==> src/rtl/uart_tx_frame.sv <==
// UART frame serialiser: start, 5..MAX_DATA_BITS data (LSB first), optional parity, 1/2 stop, plus break.
// Line is registered and follows the bit state one clk later; each bit lasts OVERSAMPLE baud ticks.
module uart_tx_frame #(
  parameter int MAX_DATA_BITS = 9,
  parameter int OVERSAMPLE    = 16
) (
  input  logic                     clk,
  input  logic                     rst,
  input  logic                     baud_tick,
  input  logic [3:0]               cfg_data_bits,
  input  logic                     cfg_parity_en,
  input  logic                     cfg_parity_odd,
  input  logic                     cfg_stop_two,
  input  logic                     cfg_break,
  input  logic [MAX_DATA_BITS-1:0] tx_data,
  input  logic                     tx_valid,
  output logic                     tx_ready,
  output logic                     tx,
  output logic                     busy,
  output logic                     done
);

  localparam int TW = $clog2(OVERSAMPLE);
  localparam int IW = $clog2(MAX_DATA_BITS);

  typedef enum logic [2:0] {IDLE, START, DATA, PARITY, STOP, BREAK} state_t;

  state_t                   state, state_nx;
  logic [TW-1:0]            tick_cnt, tick_nx;
  logic [IW-1:0]            bit_idx, idx_nx;
  logic [MAX_DATA_BITS-1:0] sh_data;
  logic [IW-1:0]            sh_last;
  logic                     sh_par, sh_par_en, sh_two;
  logic                     tx_nx, done_nx;
  logic                     accept, bit_end;
  logic [4:0]               nb;
  logic                     par_calc;

  assign tx_ready = (state == IDLE) && !cfg_break;
  assign busy     = (state != IDLE);
  assign accept   = tx_valid && tx_ready;
  assign bit_end  = baud_tick && (tick_cnt == TW'(OVERSAMPLE - 1));

  always_comb begin
    nb = {1'b0, cfg_data_bits};
    if (nb < 5'd5)
      nb = 5'd5;
    else if (nb > 5'(MAX_DATA_BITS))
      nb = 5'(MAX_DATA_BITS);
  end

  // Parity covers only the bits actually sent; higher bits of tx_data are ignored.
  always_comb begin
    par_calc = cfg_parity_odd;
    for (int i = 0; i < MAX_DATA_BITS; i++)
      if (i < int'(nb))
        par_calc = par_calc ^ tx_data[i];
  end

  always_comb begin
    state_nx = state;
    tick_nx  = tick_cnt;
    idx_nx   = bit_idx;
    done_nx  = 1'b0;
    tx_nx    = 1'b1;
    if (state != IDLE && state != BREAK && baud_tick)
      tick_nx = bit_end ? '0 : tick_cnt + 1'b1;
    case (state)
      IDLE: begin
        // Break drives the line on the same edge the state changes, in and out.
        tx_nx = !cfg_break;
        if (cfg_break) begin
          state_nx = BREAK;
        end else if (tx_valid) begin
          state_nx = START;
          tick_nx  = '0;
          idx_nx   = '0;
        end
      end
      START: begin
        tx_nx = 1'b0;
        if (bit_end) begin
          state_nx = DATA;
          idx_nx   = '0;
        end
      end
      DATA: begin
        tx_nx = sh_data[bit_idx];
        if (bit_end) begin
          if (bit_idx == sh_last) begin
            idx_nx   = '0;
            state_nx = sh_par_en ? PARITY : STOP;
          end else begin
            idx_nx = bit_idx + 1'b1;
          end
        end
      end
      PARITY: begin
        tx_nx = sh_par;
        if (bit_end)
          state_nx = STOP;
      end
      STOP: begin
        if (bit_end) begin
          if (sh_two && bit_idx == '0) begin
            idx_nx = IW'(1);
          end else begin
            idx_nx   = '0;
            state_nx = IDLE;
            done_nx  = 1'b1;
          end
        end
      end
      BREAK: begin
        tx_nx = !cfg_break;
        if (!cfg_break)
          state_nx = IDLE;
      end
      default: state_nx = IDLE;
    endcase
  end

  always_ff @(posedge clk or posedge rst) begin
    if (rst) begin
      state     <= IDLE;
      tick_cnt  <= '0;
      bit_idx   <= '0;
      tx        <= 1'b1;
      done      <= 1'b0;
      sh_data   <= '0;
      sh_last   <= '0;
      sh_par    <= 1'b0;
      sh_par_en <= 1'b0;
      sh_two    <= 1'b0;
    end else begin
      state    <= state_nx;
      tick_cnt <= tick_nx;
      bit_idx  <= idx_nx;
      tx       <= tx_nx;
      done     <= done_nx;
      if (accept) begin
        sh_data   <= tx_data;
        sh_last   <= IW'(nb - 5'd1);
        sh_par    <= par_calc;
        sh_par_en <= cfg_parity_en;
        sh_two    <= cfg_stop_two;
      end
    end
  end

endmodule

==> config.mk <==
export PLATFORM = sky130hd
export DESIGN_NAME = uart_tx_frame
export DESIGN_NICKNAME = d
export VERILOG_FILES = /design/src/rtl/uart_tx_frame.sv
export SDC_FILE = /design/constraint.sdc
export NUM_CORES = 1
export LEC_CHECK = 0
export CAP_MARGIN = 20
export CORE_MARGIN = 5
export CORE_UTILIZATION = 50
export DETAILED_ROUTE_END_ITERATION = 6
export PLACE_DENSITY = 0.85
export SYNTH_ARGS = -nofsm -noshare
export SYNTH_HDL_FRONTEND = slang
export SYNTH_SLANG_ARGS = --single-unit
==> constraint.sdc <==
create_clock -name clk -period 2.38 [get_ports clk]
set_input_delay 0.476 -clock clk [delete_from_list [all_inputs] [get_ports clk]]
set_output_delay 0.476 -clock clk [all_outputs]
set_load 0.01 [all_outputs]
Word level (Yosys, flattened, before mapping)
Index checks and enable logic that the tools add are counted.
Word-level totals
  register bits: 29
  input bits: 21
  word-level logic and storage cells: 107
Cells by class
  $add $sub $neg: 3
  order comparisons: 12
  equal/unequal tests: 18
  multiplexer cells: 41
  bitwise operators: 9
  reduce and logical (&&, ||, !) cells: 14
Operator list (number)
  $mux W4: 13
  $mux W3: 10
  $lt A3 B5 Y1 const A: 4
  $ne A2 B2 Y1 const B: 9
  $pmux W3 S6: 1
  $pmux W4 S4: 1
  $mux W1: 14
  $lt A1 B5 Y1 const A: 2
  $lt A2 B5 Y1 const A: 2
  $xor A1 B1 Y1: 9
  $add A4 B1 Y4 const B: 2
  $reduce_and A8 Y1: 1
  $eq A3 B2 Y1 const B: 2
  $eq A3 B3 Y1 const B: 2
  $logic_and A1 B1 Y1: 6
  $ne A3 B3 Y1 const B: 2
  $reduce_and A6 Y1: 1
  $lt A4 B5 Y1 const A: 1
  $lt A4 B5 Y1 const B: 1
  $bmux W1 S4: 1
  $eq A4 B4 Y1: 1
  $eq A4 B4 Y1 const B: 1
  $gt A4 B4 Y1 const B: 1
  $logic_not A4 Y1: 1
  9 further kinds: 9

Depth between registers and ports, before layout
Gate-level depths: netlist of run 1.
  word-level depth: 21
  mapped depth: 8
  gate-level depth less buffers: 7

Worst setup path after synthesis of run 1
OpenSTA, ideal clock, no wires.
  path kind: reg2reg
  from: register bit_idx[1]
  to: register state[2]
  data arrival time: 1701 ps
  setup slack: 551 ps
  cell stages (with the launch flop): 7
  path buffers: 1
  clock period less this slack: 1829 ps
  cell sequence: dfrtp_1 -> buf_6 -> xor2_1 -> o41ai_4 -> o31ai_2 -> nor2_4 -> mux2_1
Between the ends
  cells in the longest elaborated chain, start to end: 4
RTL lines
  start, declared: RTL line 30  | logic [IW-1:0] bit_idx, idx_nx;
  start signal, assigned: RTL line 138  | bit_idx <= idx_nx;
  $logic_not A4 Y1: RTL line 105  | if (sh_two && bit_idx == '0) begin
  $logic_and A1 B1 Y1: RTL line 105
  $ne A2 B2 Y1 (no source line)
  $reduce_and A8 Y1 (no source line) *
  end signal, assigned: RTL line 136  | state <= state_nx;
  end, declared: RTL line 28  | state_t state, state_nx;
Mark *: on every way between the ends. The rest lies on a longest branch, timed or not.
A chain may end at the register's enable or synchronous reset.

Worst setup path in the final report of run 1
  from: register state[0]
  to: output tx_ready
Between the ends
  cells in the longest elaborated chain, start to end: 2
RTL lines
  $logic_not A3 Y1: RTL line 39  | assign tx_ready = (state == IDLE) && !cfg_break;
  $logic_and A1 B1 Y1: RTL line 39
  end, declared: RTL line 17  | output logic tx_ready,
Every way passes these cells.

==> results of run 1 <==
## power by group through the flow
stage / combinational, mW / clock (mW) / sequential, mW
3_5_place_dp: 0.980 / 0 / 0.850
5_1_grt: 1.09 / 0.312 / 0.865
2_1_floorplan: 0.773 / 0 / 0.797
3_3_place_gp: 0.956 / 0 / 0.839
6_report: 0.984 / 0.283 / 0.839
4_1_cts: 0.988 / 0.289 / 0.839
## synth_stat cells (4+ instances only)
| cell | count |
|---|---|
| o21ai_0 | 8 |
| mux2_4 | 11 |
| inv_1 | 8 |
| nor3_1 | 4 |
| xnor2_1 | 6 |
| ha_1 | 4 |
| a21oi_1 | 13 |
| buf_2 | 5 |
| dfrtp_1 | 28 |
| nand2_1 | 17 |
| nor2_1 | 6 |
| xor2_1 | 9 |
## worst register-to-register path: stages (launching register included)
cell	delay [ns]
dfrtp_1	0.52
inv_1	0.09
ha_1	0.18
and4bb_2	0.26
mux2i_1	0.17
o31ai_2	0.10
nor2_4	0.14
mux2_1	0.34
## cell families (layout without fill, tap and decap cells)
kind of cell	count (synthesis)	after routing	share of synthesized area, %
adder cells (fa/ha/maj)	4	4	2.75
AO/OA/AOI/OAI	40	40	15.8
buffers and inverters	16	49	4.68
multiplexers	18	18	14.5
flip-flops	29	29	40.0
AND/OR/NAND/NOR	45	45	13.9
XOR/XNOR	16	16	8.47
## through the flow
| step | instance area (µm²) | worst slack, ns |
|---|---|---|
| floorplan | 1820 | 0.551 |
| global placement | 2130 | 0.256 |
| detailed placement | 2130 | 0.222 |
| CTS | 2180 | 0.0870 |
| global route | 2180 | 0.0376 |
| finish | 2180 | 0.0985 |
## state kept, by name, summed over array words and instances, names as in the netlist
| register | count |
|---|---|
| bit_idx | 4 |
| done | 1 |
| sh_data | 9 |
| sh_last | 4 |
| sh_par | 1 |
| sh_par_en | 1 |
| sh_two | 1 |
| state | 3 |
| tick_cnt | 4 |
| tx | 1 |
## metal layers
metal	GRT usage, %	part of all wire [%]	up-vias
li1	-	-	667
met1	19.2	44	656
met2	22.9	49	45
met3	4.89	4.7	10
met4	6.81	2.6	0
met5	0	0	-
## final timing paths
check | slack, ns | to | cells after the start
hold / removal | 0.51 | bit_idx[0] | 3
min in group clk | 0.51 | sh_last[1] | 2
setup / recovery | 0.1 | tx_ready | 3
hold reg to reg | 0.51 | sh_last[1] | 2
setup reg to reg | 0.47 | state[2] | 7
max in group asynchronous | 1.55 | tx | 3
## cell type report
| type | instances | area [µm²] | area share [%] |
|---|---|---|---|
| inverter | 8 | 30.0 | 1.38 |
| clock buffer | 8 | 48.8 | 2.24 |
| sequential | 29 | 727 | 33.4 |
| multi-input combinational | 123 | 1010 | 46.2 |
| timing repair buffer | 33 | 308 | 14.1 |
| tap | 48 | 60.1 | 2.76 |
==> results.toml, run 1 <==
[floorplanning]
core_area_mm2 = 0.00358
die_h_um = 70.3
fp-row-count = 22
dieArea_mm2 = 0.00494
start_util_pct = 50.8
die_w_um = 70.3
io_pins = 25

[power]
pwr-share-seq_pct = 39.8
p_per_area_mw_per_mm2 = 966
power_frac_comb_pct = 46.7
p_leak_nw = 0.958
fin_total_pwr_mw = 2.11
cell_internal_pwr_mw = 1.34
p_sw_mw = 0.768
ir_drop_mv = 0.587
p_clk_share_pct = 13.4
sw_frac_of_total_pct = 36.4

[final_layout]
antennaDiodeCount = 0
layout_commonest_cell = "dfrtp_1"
nFillCells = 297
fin_cells = 249
layout_common_cells = "dfrtp_1 (28), clkdlybuf4s50_1 (24), nand2_1 (17)"
nNetsFinal = 225
syn_to_final_growth_pct = 19.9
utilization_pct = 60.9
drive_gt1_share_pct = 19.4

[logic_synthesis]
synth_top_cell_by_area = "dfrtp_1"
synth_enable_flop_cells = 0
synth_area_leaders = "dfrtp_1 (39%), mux2_4 (9.1%), xor2_1 (4.3%), a21oi_1 (3.6%), nand2_1 (3.5%)"
ys.warnings.count = 0
netlist-cell-type-count = 48
synthCells = 168
syn_nets = 193
synth_top_area_share_pct = 38.5
synth_area_mm2 = 0.00182
ys_ff_latch = 29
syn_area_per_cell_um2 = 10.8
synth_flop_cell = "dfrtp_1"
ys_seq_area_share_pct = 40.0
ys_async_sr_fraction_pct = 100

[timing]
slew_violations = 0
fin_setup_tns_ns = 0
hold_viol = 0
max_freq_mhz = 438
skew_ns = 0.0125
max_slew.worst_pin.slew_ns = 0.556
period_needed_ns = 2.28
rsz0062_at_grt = "no"
relSlewSlack_pct = 62.6
hold_slack_ns = 0.505
setup_violations = 0
period_share_pct = 95.9

[cts]
cts_inserted_buffers = 5
tritoncts = "built"
clockBufferDepth = 2
cts.reportedPaths.clkPinSlew_ns = 0.09
post_cts_buffers = 0
cts-root-buf = "clkbuf_4"
cts_resized = 0
ctsHoldBuffers = 0
htree_levels = 2
cts_sinks = 29
clkLatencyLatePin_ns = 0.33

[global_routing]
grt.overflow.total = 0
grt_pass1_vias = 1290
grt_pass1_wl_um = 5890
grt_max_degree = 30
grt_antenna_before_repair = 0
grt_use_total_pct = 15.0

[detailed_routing]
dr.pass1.iters = 4
drt_wl_total_um = 3480
drcViolationCount = 0
vias = 1378
antenna_left = 0
wl_per_cell_um = 14.0
drtIter0Drc = 47
vias_per_cell = 5.53

[outcome]
status = "completed"

[run]
cap_violations = 0

[setup_path]
start_kind = "flip-flop"
startpoint = "state[0]"
crit_chain = "or3_4, nor2_4, clkdlybuf4s50_1"
cp_slowest_cell = "clkdlybuf4s50_1"
critical_path_class = "flip-flop to primary output"
end_kind = "primary output"
worst_path_largest_cell_delay_ns = 0.55
cp_num_buf_inv = 1
cp_max_fo = 4
crit_arrival_ns = 1.81
crit_family = "buffers and inverters"
cp_data_required_time_ns = 1.90
r2r-start = "bit_idx[1]"

[min_path]
hold_path_class = "input pin to async pin"

[placement]
io_buffers = 24
dp_hpwl_um = 2580
dp.cells = 241
gp_congestion = 0.816
Note: power is estimated with default switching activity, not from simulation.
==> run 2, diff against run 1 <==
- CORE_UTILIZATION: 50 -> 47
- PLACE_DENSITY: 0.85 -> 0.81
==> results.toml, run 2 (synthesized netlist as in run 1, its figures left out) <==
[outcome]
status = "completed"

[floorplanning]
die_w_um = 72.2
die_h_um = 72.2
fp-row-count = 22
start_util_pct = 48.9
dieArea_mm2 = 0.00521
io_pins = 25
core_area_mm2 = 0.00372

[cts]
cts_sinks = 29
cts-root-buf = "clkbuf_8"
ctsHoldBuffers = 0
htree_levels = 2
cts_inserted_buffers = 5
cts_resized = 0
tritoncts = "built"
post_cts_buffers = 0
cts.reportedPaths.clkPinSlew_ns = 0.06
clockBufferDepth = 2
clkLatencyLatePin_ns = 0.28

[setup_path]
startpoint = "state[0]"
cp_max_fo = 4
cp_data_required_time_ns = 1.90
r2r_cells = 7
crit_chain = "or3_4, nor2_4, clkdlybuf4s50_1"
r2r-end = "state[2]"
critPathCapture = "tx_ready"
end_kind = "primary output"
r2r_setup_slack_ns = 0.43
start_kind = "flip-flop"
critical_path_class = "flip-flop to primary output"
worst_path_largest_cell_delay_ns = 0.55
cp_slowest_cell = "clkdlybuf4s50_1"
crit_arrival_ns = 1.74
r2r-start = "bit_idx[0]"

[timing]
slew_violations = 0
skew_ns = 0.00530
period_share_pct = 93.1
hold_viol = 0
rsz0062_at_grt = "no"
fin_setup_tns_ns = 0
max_slew.worst_pin.slew_ns = 0.532
period_needed_ns = 2.22
max_freq_mhz = 451
relSlewSlack_pct = 64.4
setup_violations = 0

[detailed_routing]
dr.pass1.iters = 6
drtIter0Drc = 56
antenna_left = 0
drt_wl_total_um = 3540
drcViolationCount = 0
vias = 1339
vias_per_cell = 5.36
wl_per_cell_um = 14.1

[final_layout]
layout_common_cells = "dfrtp_1 (28), clkdlybuf4s50_1 (24), nand2_1 (17)"
regMostFlops = "sh_data"
layout_commonest_cell = "dfrtp_1"
antennaDiodeCount = 0
utilization_pct = 60.0
nNetsFinal = 226
largest_reg_flops = 9
drive_gt1_share_pct = 20.3
fin_cells = 250
nFillCells = 316
final_area_mm2 = 0.00223
syn_to_final_growth_pct = 22.6

[placement]
dp.cells = 242
placed_area_mm2 = 0.00214
gp_congestion = 0.815
dp_hpwl_um = 2650
io_buffers = 24

[global_routing]
grt_use_total_pct = 15.5
grt_max_degree = 30
grt_pass1_vias = 1382
grt_pass1_wl_um = 6230
grt.overflow.total = 0
grt_antenna_before_repair = 0

[run]
cap_violations = 0

[power]
p_per_area_mw_per_mm2 = 1000
fin_total_pwr_mw = 2.24
p_leak_nw = 0.982
ir_drop_mv = 0.537

[min_path]
hold_path_class = "flip-flop to flip-flop"
## run 2: power by group
part           switching, mW  leakage, nW  internal, mW
Sequential             0.158        0.363         0.699
Combinational          0.437        0.573         0.526
Clock                  0.181       0.0455         0.235
## run 2: cell type report
cell class              instances  area, µm²  area share, %
inverters                       8       30.0           1.35
clock buffers                   8       90.1           4.04
flip-flops and latches         29        727           32.6
repair buffers                 34        315           14.1
multi-input cells             123       1010           45.1
well taps                      48       60.1           2.70
## run 2: routing by layer
metal  vias to the layer above  GRT usage (%)  part of all wire [%]
li1                        671              -                     -
met1                       637           19.6                    46
met2                        24           24.6                    48
met3                         7           4.16                   4.5
met4                         0           6.89                   2.0
met5                         -              0                     0
## run 2: how the worst min path moves through the flow
stage | startpoint | cells past startpoint | endpoint | slack, ns
CTS | sh_par | 2 | sh_par | 0.50
global route | sh_last[2] | 2 | sh_last[2] | 0.52
global placement | sh_par | 2 | sh_par | 0.48
floorplan | sh_par | 2 | sh_par | 0.46
finish | sh_par | 2 | sh_par | 0.50
detailed placement | sh_par | 2 | sh_par | 0.48
## run 2: through the flow
step | setup WS [ns] | hold WS (ns)
after floorplan | 0.551 | 0.456
after global placement | 0.257 | 0.477
after detailed placement | 0.192 | 0.483
after CTS | 0.147 | 0.499
after global routing | 0.106 | 0.523
final | 0.163 | 0.499
## run 2: critical path, delay by kind of cell (launching register included)
family | cells | cell delay (ns)
buf+inv | 1 | 0.55
simple gates | 2 | 0.54
flops | 1 | 0.37
